`src/rtl/alu_pkg.sv`:
```
// Shared types, field positions and opcode legality for the ALU issue controller.
package alu_pkg;

    typedef enum logic [1:0] {
        IDLE = 2'b00,
        EXEC = 2'b01,
        WB   = 2'b10
    } state_t;

    localparam logic [1:0] GRP_ARITH = 2'b00;
    localparam logic [1:0] GRP_LOGIC = 2'b01;
    localparam logic [1:0] GRP_SHIFT = 2'b10;
    localparam logic [1:0] GRP_CMP   = 2'b11;

    localparam int INSTR_W = 16;
    localparam int CODE_W  = 5;
    localparam int CODE_LO = 11;
    localparam int RD_LO   = 8;
    localparam int RS1_LO  = 5;
    localparam int RS2_LO  = 2;

    // Logic group only implements and/or/xor/not; shift and compare groups are dense from zero.
    function automatic logic op_legal(input logic [4:0] code);
        logic legal;
        legal = 1'b0;
        case (code[4:3])
            GRP_ARITH: legal = 1'b1;
            GRP_LOGIC: legal = (code[2:0] == 3'b000) || (code[2:0] == 3'b001) ||
                               (code[2:0] == 3'b010) || (code[2:0] == 3'b100);
            GRP_SHIFT: legal = (code[2:0] <= 3'b011);
            GRP_CMP:   legal = (code[2:0] <= 3'b101);
            default:   legal = 1'b0;
        endcase
        return legal;
    endfunction

endpackage

```
`src/rtl/alu_issue_ctrl_if.sv`:
```
// Instruction valid/ready handshake between the instruction source and the issue controller.
interface alu_issue_ctrl_if;
    import alu_pkg::*;

    logic               instr_valid;
    logic               instr_ready;
    logic [INSTR_W-1:0] instr;

    modport master (output instr_valid, output instr, input instr_ready);
    modport slave  (input instr_valid, input instr, output instr_ready);

endinterface

```
`src/rtl/alu_regfile.sv`:
```
// Register file: one synchronous write port, three asynchronous read ports.
module alu_regfile #(
    parameter int NREGS = 8,
    parameter int DW    = 16,
    parameter int AW    = $clog2(NREGS)
) (
    input  logic          clk,
    input  logic          rst_n,
    input  logic          we,
    input  logic [AW-1:0] waddr,
    input  logic [DW-1:0] wdata,
    input  logic [AW-1:0] raddr1,
    output logic [DW-1:0] rdata1,
    input  logic [AW-1:0] raddr2,
    output logic [DW-1:0] rdata2,
    input  logic [AW-1:0] raddr3,
    output logic [DW-1:0] rdata3
);

    logic [DW-1:0] mem_r [NREGS];

    // Storage array, cleared on reset.
    always_ff @(posedge clk or negedge rst_n) begin
        if (!rst_n) begin
            for (int i = 0; i < NREGS; i++) begin
                mem_r[i] <= '0;
            end
        end else if (we) begin
            mem_r[waddr] <= wdata;
        end
    end

    assign rdata1 = mem_r[raddr1];
    assign rdata2 = mem_r[raddr2];
    assign rdata3 = mem_r[raddr3];

endmodule

```
`src/rtl/alu_issue_ctrl.sv`:
```
// Issue controller driving a combinational ALU: accept, execute, write back.
// Optional STICKY_OVF_EN adds ovf_clr / ovf_sticky.
module alu_issue_ctrl
    import alu_pkg::*;
#(
    parameter int NREGS = 8,
    parameter int DW    = 16,
    localparam int AW   = $clog2(NREGS)
) (
    input  logic              clk,
    input  logic              rst_n,
    alu_issue_ctrl_if.slave   instr_if,
    input  logic              ld_en,
    input  logic [AW-1:0]     ld_addr,
    input  logic [DW-1:0]     ld_data,
    input  logic [AW-1:0]     rb_addr,
    output logic [DW-1:0]     rb_data,
    output logic [DW-1:0]     alu_a,
    output logic [DW-1:0]     alu_b,
    output logic [CODE_W-1:0] alu_code,
    input  logic [DW-1:0]     alu_c,
    input  logic              alu_ovf,
    output logic              done,
    output logic [DW-1:0]     result,
    output logic              ovf,
    output logic              illegal
`ifdef STICKY_OVF_EN
    ,
    input  logic              ovf_clr,
    output logic              ovf_sticky
`endif
);

    state_t              state_r;
    logic                ready_r;
    logic [CODE_W-1:0]   code_r;
    logic [AW-1:0]       rd_r;
    logic [AW-1:0]       rs1_r;
    logic [AW-1:0]       rs2_r;
    logic [DW-1:0]       alu_a_r;
    logic [DW-1:0]       alu_b_r;
    logic [CODE_W-1:0]   alu_code_r;
    logic [DW-1:0]       result_r;
    logic                ovf_r;
    logic                done_r;
    logic                illegal_r;

    logic                we_s;
    logic [AW-1:0]       waddr_s;
    logic [DW-1:0]       wdata_s;
    logic [DW-1:0]       rs1_data_s;
    logic [DW-1:0]       rs2_data_s;
    logic [CODE_W-1:0]   in_code_s;
    logic                unused_s;

    assign in_code_s = instr_if.instr[CODE_LO +: CODE_W];
    assign unused_s  = ^instr_if.instr[1:0];

    // Write port arbitration: writeback in WB, preload only while IDLE.
    always_comb begin
        we_s    = 1'b0;
        waddr_s = ld_addr;
        wdata_s = ld_data;
        if (state_r == WB) begin
            we_s    = 1'b1;
            waddr_s = rd_r;
            wdata_s = alu_c;
        end else if ((state_r == IDLE) && ld_en) begin
            we_s = 1'b1;
        end else begin
            we_s = 1'b0;
        end
    end

    alu_regfile #(.NREGS(NREGS), .DW(DW), .AW(AW)) u_regfile (
        .clk    (clk),
        .rst_n  (rst_n),
        .we     (we_s),
        .waddr  (waddr_s),
        .wdata  (wdata_s),
        .raddr1 (rs1_r),
        .rdata1 (rs1_data_s),
        .raddr2 (rs2_r),
        .rdata2 (rs2_data_s),
        .raddr3 (rb_addr),
        .rdata3 (rb_data)
    );

    // Issue FSM; operands are sampled at the end of EXEC so a same-cycle preload is visible.
    always_ff @(posedge clk or negedge rst_n) begin
        if (!rst_n) begin
            state_r    <= IDLE;
            ready_r    <= 1'b0;
            code_r     <= '0;
            rd_r       <= '0;
            rs1_r      <= '0;
            rs2_r      <= '0;
            alu_a_r    <= '0;
            alu_b_r    <= '0;
            alu_code_r <= '0;
            result_r   <= '0;
            ovf_r      <= 1'b0;
            done_r     <= 1'b0;
            illegal_r  <= 1'b0;
        end else begin
            done_r    <= 1'b0;
            illegal_r <= 1'b0;
            case (state_r)
                IDLE: begin
                    ready_r <= 1'b1;
                    if (instr_if.instr_valid && ready_r) begin
                        code_r <= in_code_s;
                        rd_r   <= instr_if.instr[RD_LO +: AW];
                        rs1_r  <= instr_if.instr[RS1_LO +: AW];
                        rs2_r  <= instr_if.instr[RS2_LO +: AW];
                        if (op_legal(in_code_s)) begin
                            state_r <= EXEC;
                            ready_r <= 1'b0;
                        end else begin
                            illegal_r <= 1'b1;
                        end
                    end
                end
                EXEC: begin
                    alu_a_r    <= rs1_data_s;
                    alu_b_r    <= rs2_data_s;
                    alu_code_r <= code_r;
                    ready_r    <= 1'b0;
                    state_r    <= WB;
                end
                WB: begin
                    result_r <= alu_c;
                    ovf_r    <= alu_ovf;
                    done_r   <= 1'b1;
                    ready_r  <= 1'b1;
                    state_r  <= IDLE;
                end
                default: begin
                    ready_r <= 1'b0;
                    state_r <= IDLE;
                end
            endcase
        end
    end

    assign instr_if.instr_ready = ready_r;
    assign alu_a    = alu_a_r;
    assign alu_b    = alu_b_r;
    assign alu_code = alu_code_r;
    assign result   = result_r;
    assign ovf      = ovf_r;
    assign done     = done_r;
    assign illegal  = illegal_r;

`ifdef STICKY_OVF_EN
    logic ovf_sticky_r;

    // Sticky overflow: a retiring overflow beats a simultaneous clear.
    always_ff @(posedge clk or negedge rst_n) begin
        if (!rst_n) begin
            ovf_sticky_r <= 1'b0;
        end else if ((state_r == WB) && alu_ovf) begin
            ovf_sticky_r <= 1'b1;
        end else if (ovf_clr) begin
            ovf_sticky_r <= 1'b0;
        end
    end

    assign ovf_sticky = ovf_sticky_r;
`endif

endmodule

```
`src/flat_wrapper.sv`:
```
// flat-port wrapper written by rule: the top's interface ports become plain ports
module alu_issue_ctrl_flat import alu_pkg::*;
#(
    parameter int NREGS = 8,
    parameter int DW    = 16,
    localparam int AW   = $clog2(NREGS)
)
  (clk, rst_n, ld_en, ld_addr, ld_data, rb_addr, rb_data, alu_a, alu_b, alu_code, alu_c, alu_ovf, done, result, ovf, illegal, instr_if_instr_valid, instr_if_instr, instr_if_instr_ready);
  alu_issue_ctrl_if instr_if_i ();
  input  logic clk;
  input  logic rst_n;
  input  logic ld_en;
  input  logic [AW-1:0] ld_addr;
  input  logic [DW-1:0] ld_data;
  input  logic [AW-1:0] rb_addr;
  output logic [DW-1:0] rb_data;
  output logic [DW-1:0] alu_a;
  output logic [DW-1:0] alu_b;
  output logic [CODE_W-1:0] alu_code;
  input  logic [DW-1:0] alu_c;
  input  logic alu_ovf;
  output logic done;
  output logic [DW-1:0] result;
  output logic ovf;
  output logic illegal;
  input wire logic [$bits(instr_if_i.instr_valid)-1:0] instr_if_instr_valid;
  input wire logic [$bits(instr_if_i.instr)-1:0] instr_if_instr;
  output wire logic [$bits(instr_if_i.instr_ready)-1:0] instr_if_instr_ready;
  assign instr_if_i.instr_valid = instr_if_instr_valid;
  assign instr_if_i.instr = instr_if_instr;
  assign instr_if_instr_ready = instr_if_i.instr_ready;
  alu_issue_ctrl #(.NREGS(NREGS), .DW(DW)) u_core (.clk(clk), .rst_n(rst_n), .instr_if(instr_if_i), .ld_en(ld_en), .ld_addr(ld_addr), .ld_data(ld_data), .rb_addr(rb_addr), .rb_data(rb_data), .alu_a(alu_a), .alu_b(alu_b), .alu_code(alu_code), .alu_c(alu_c), .alu_ovf(alu_ovf), .done(done), .result(result), .ovf(ovf), .illegal(illegal));
endmodule
```
`config.mk`:
```
export PLATFORM = sky130hd
export DESIGN_NAME = alu_issue_ctrl_flat
export DESIGN_NICKNAME = d
export VERILOG_FILES = /design/src/rtl/alu_pkg.sv /design/src/rtl/alu_issue_ctrl_if.sv /design/src/rtl/alu_regfile.sv /design/src/rtl/alu_issue_ctrl.sv /design/src/flat_wrapper.sv
export SDC_FILE = /design/constraint.sdc
export NUM_CORES = 1
export LEC_CHECK = 0
export ABC_AREA = 0
export BUFFER_PORTS_ARGS = -buffer_cell sky130_fd_sc_hd__buf_2
export CAP_MARGIN = 20
export CORE_AREA = 5 5 184 186
export DETAILED_ROUTE_END_ITERATION = 16
export DIE_AREA = 0 0 189 191
export PLACE_DENSITY = 0.52
export SLEW_MARGIN = 5
export SYNTH_ARGS = -nofsm -noshare
export SYNTH_HDL_FRONTEND = slang
export SYNTH_HIERARCHICAL = 1
export SYNTH_SLANG_ARGS = --single-unit
export TNS_END_PERCENT = 1
```
`constraint.sdc`:
```
create_clock -name clk -period 2.95 [get_ports clk]
set_input_delay 0.59 -clock clk [delete_from_list [all_inputs] [get_ports clk]]
set_output_delay 0.59 -clock clk [all_outputs]
set_load 0.03 [all_outputs]
```
==> flow_metrics.py <==
metrics = {
    "timing": {
        "setup_viol_count_final": 0,
        "total_count_of_hold_check_failures_in_the_final_report": 0,
        "timing.final.crit_share_pct": 89.1,
        "timing.hold.ws_ns": 0.0991,
        "worst-slew-pin-transition_ns": 0.850,
        "fin_worst_skew_ns": 0.00845,
        "finalCriticalPeriod_ns": 2.63,
        "slew_headroom_pct": 43.3,
        "timing.setup.tns_ns": 0,
        "maxSlewViolCount": 0,
        "fmax_mhz": 380,
        "rsz0062_at_grt": "no",
    },
    "power": {
        "share_seq_of_total_power_pct": 33.6,
        "power.switching_fraction_pct": 35.6,
        "p_comb_share_pct": 46.3,
        "p_int_w": 0.00983,
        "vdd_drop_max_v": 0.000468,
        "switchingPower_w": 0.00543,
        "power.density_nw_per_um2": 1160,
        "power.share.clock_pct": 20.1,
        "power.leakage_nw": 6.10,
    },
    "final_layout": {
        "antenna_cells": 0,
        "syn2layout_area_growth_pct": 18.4,
        "final_cell_mix": "mux2_2 (200), dfrtp_1 (199), buf_2 (128), nand2_1 (93), mux4_1 (84)",
        "finalNonFillerCells": 1258,
        "layout.nets": 892,
        "mostFrequentLayoutCell": "mux2_2",
        "drive_gt1_share_pct": 53.2,
    },
    "placement": {
        "post-place-cells": 1214,
        "io_buffers": 129,
        "place.gp.congestion": 0.707,
        "place_hpwl_mm": 19.0,
    },
    "setup_path": {
        "critical_path_buf_inv_count": 3,
        "critical-path-slowest-cell": "mux4_1",
        "worst_ep_required_time_ns": 2.36,
        "endpoint": "rb_data[12]",
        "reg2regPathDepth": 7,
        "critPathLaunch": "rb_addr[0]",
        "worstPathCellList": "buf_2, buf_12, mux4_1, mux2_2, buf_2",
        "r2r-start": "u_core/state_r[0]$_DFFE_PN0P_",
        "timing.critical_path.slowest_cell_delay_ns": 0.60,
        "critical_path.most_common_cell": "buf_2",
        "startpoint_class_of_the_critical_path": "primary input",
        "worstPathArrival_ns": 2.04,
        "timing.critical_path.depth": 5,
        "crit_path_max_fanout": 24,
        "endpoint_kind": "output pin",
        "r2r_end": "u_core/u_regfile/mem_r[25]$_DFFE_PN0P_",
        "reg2reg_setup_slack_ns": 0.39,
        "critPathKind": "in -> out",
        "cpLargestDelayFamily": "multiplexers",
    },
    "cts": {
        "clock_tree.htree_level_count": 1,
        "cts_tree": "built",
        "clk-insertion-delay-late_ns": 0.51,
        "post_cts_resized": 0,
        "clock_sink_count": 201,
        "cts_setup_buffers": 0,
        "clk_pin_slew_ns": 0.06,
        "cts-root-buf": "clkbuf_16",
        "postCtsHoldBufs": 0,
        "cts_buffers": 25,
        "clockBufferDepth": 3,
    },
    "status": {
        "outcome": "completed",
    },
    "floorplan": {
        "floorplan.die_area_um2": 36100,
        "core.rowCount": 66,
        "core_area_um2": 32100,
        "ioPinCount": 132,
        "die_w_um": 189,
        "start_util_pct": 34.5,
        "die-height_um": 191,
    },
    "drt": {
        "detail-route-antenna-nets": 0,
        "route.top_layer_used": "met4",
        "detail_route.wirelength.met1_mm": 12.5,
        "route.vias.total": 6553,
        "drt_pre_antenna_iters": 4,
        "detail_route.iter0.violations": 241,
        "wl_met3_um": 996,
        "via_per_inst": 5.21,
        "wl_met2_mm": 14.3,
        "finalWirelength_mm": 28.2,
        "route.detailed.wl_per_inst_um": 22.4,
        "detail_route.drc_violations": 0,
    },
    "logic_synthesis": {
        "top_area_cells_in_the_synthesized_netlist": "dfrtp_1 (45%), mux2_2 (20%), mux4_1 (20%)",
        "number_of_distinct_library_cells_after_synthesis": 28,
        "yosys_warnings": 6,
        "synth_seq_cells": 201,
        "seq_area_frac_synth_pct": 45.4,
        "ys.flop_type": "dfrtp_1",
        "yosysTopAreaCell": "dfrtp_1",
        "syn-num-nets": 752,
        "synth.cell_area_um2": 11100,
        "synth_top_area_share_pct": 45.4,
        "syn_avg_cell_area_um2": 16.0,
        "synth_enable_flop_cells": 0,
        "ys_async_sr_fraction_pct": 100,
        "post_synth_inst_count": 693,
    },
    "global_route": {
        "initial_antenna_violation_count": 0,
        "grt.overflow.total": 0,
        "grt_start_max_net_pins": 74,
        "grt_usage_pct": 15.6,
        "grt_pass1_vias": 6987,
        "global_route_wire_length_before_repair_mm": 43.5,
    },
    "run": {
        "maxCapViolCount": 0,
    },
    "min_path": {
        "type_of_the_tightest_min_delay_check": "in -> async",
    },
}
-- worst min path at each step --
stage / cells past startpoint / end / start
after global routing: 1 / u_core/u_regfile/mem_r[69]$_DFFE_PN0P_ / rst_n
after floorplan: 0 / u_core/alu_a[0]$_DFFE_PN0N_ / rst_n
final: 1 / u_core/u_regfile/mem_r[69]$_DFFE_PN0P_ / rst_n
after detailed placement: 2 / u_core/result[4]$_DFFE_PN0P_ / u_core/result[4]$_DFFE_PN0P_
after CTS: 1 / u_core/u_regfile/mem_r[21]$_DFFE_PN0P_ / rst_n
after global placement: 2 / u_core/result[15]$_DFFE_PN0P_ / u_core/result[15]$_DFFE_PN0P_
-- registers in the layout, indices dropped and copies added, names as in the netlist --
name and count:
u_core/rs2_r 3, u_core/alu_code 5, u_core/result 16, u_core/state_r 2
u_core/rd_r 3, u_core/ovf 1, u_core/alu_b 16, u_core/instr_if.instr_ready 1
u_core/alu_a 16, u_core/rs1_r 3, u_core/done 1, u_core/illegal 1
u_core/u_regfile/mem_r 128, u_core/code_r 5
-- power groups by stage --
stage | clock network [W] | logic (W) | registers [W]
after floorplan | 0 | 0.00481 | 0.00557
after global placement | 0 | 0.00713 | 0.00511
after detailed placement | 0 | 0.00718 | 0.00518
after CTS | 0.00317 | 0.00721 | 0.00515
after global routing | 0.00330 | 0.00756 | 0.00536
final | 0.00307 | 0.00706 | 0.00513
-- synth_stat cells, types with 3 or more instances --
cell type,n
buf_1,6
buf_2,14
buf_4,7
buf_6,17
clkbuf_1,6
clkbuf_2,3
dfrtp_1,201
mux2_1,8
mux2_2,200
mux2_4,19
mux4_1,84
mux4_2,12
nand2_1,93
nand4b_2,3
nor2_1,3
-- cells by family (layout without fill, tap and decap cells) --
logic type / count (synthesis) / count (layout) / synth area share [%]
compound gates: 4 / 4 / 0.260
mux: 323 / 323 / 46.1
flops: 201 / 201 / 45.4
simple gates: 109 / 109 / 4.70
buf+inv: 56 / 213 / 3.48
-- final cells by class --
| cell class | count | area (um2) |
|---|---|---|
| clock buffers | 31 | 678 |
| clock inverters | 13 | 155 |
| fillers | 2960 | 19000 |
| inverters | 3 | 11.3 |
| multi-input cells | 436 | 5670 |
| flip-flops and latches | 201 | 5030 |
| well taps | 408 | 510 |
| repair buffers | 166 | 1040 |
-- metrics by stage --
step / total power, W / utilization, % / cell area, um2 / worst slack, ns
global placement: 0.0122 / 38.2 / 12300 / 0.296
global route: 0.0162 / 40.8 / 13100 / 0.235
detailed placement: 0.0124 / 38.2 / 12300 / 0.291
floorplan: 0.0104 / - / 11100 / 0.641
finish: 0.0153 / 40.8 / 13100 / 0.321
CTS: 0.0155 / 40.8 / 13100 / 0.287
-- layer usage --
metal  track usage [%]  up-vias
li1                  -     2997
met1              20.9     3410
met2              27.2      113
met3              2.23       33
met4              3.14        0
met5                 0        -
No activity file was read; power rests on OpenSTA's default activity.
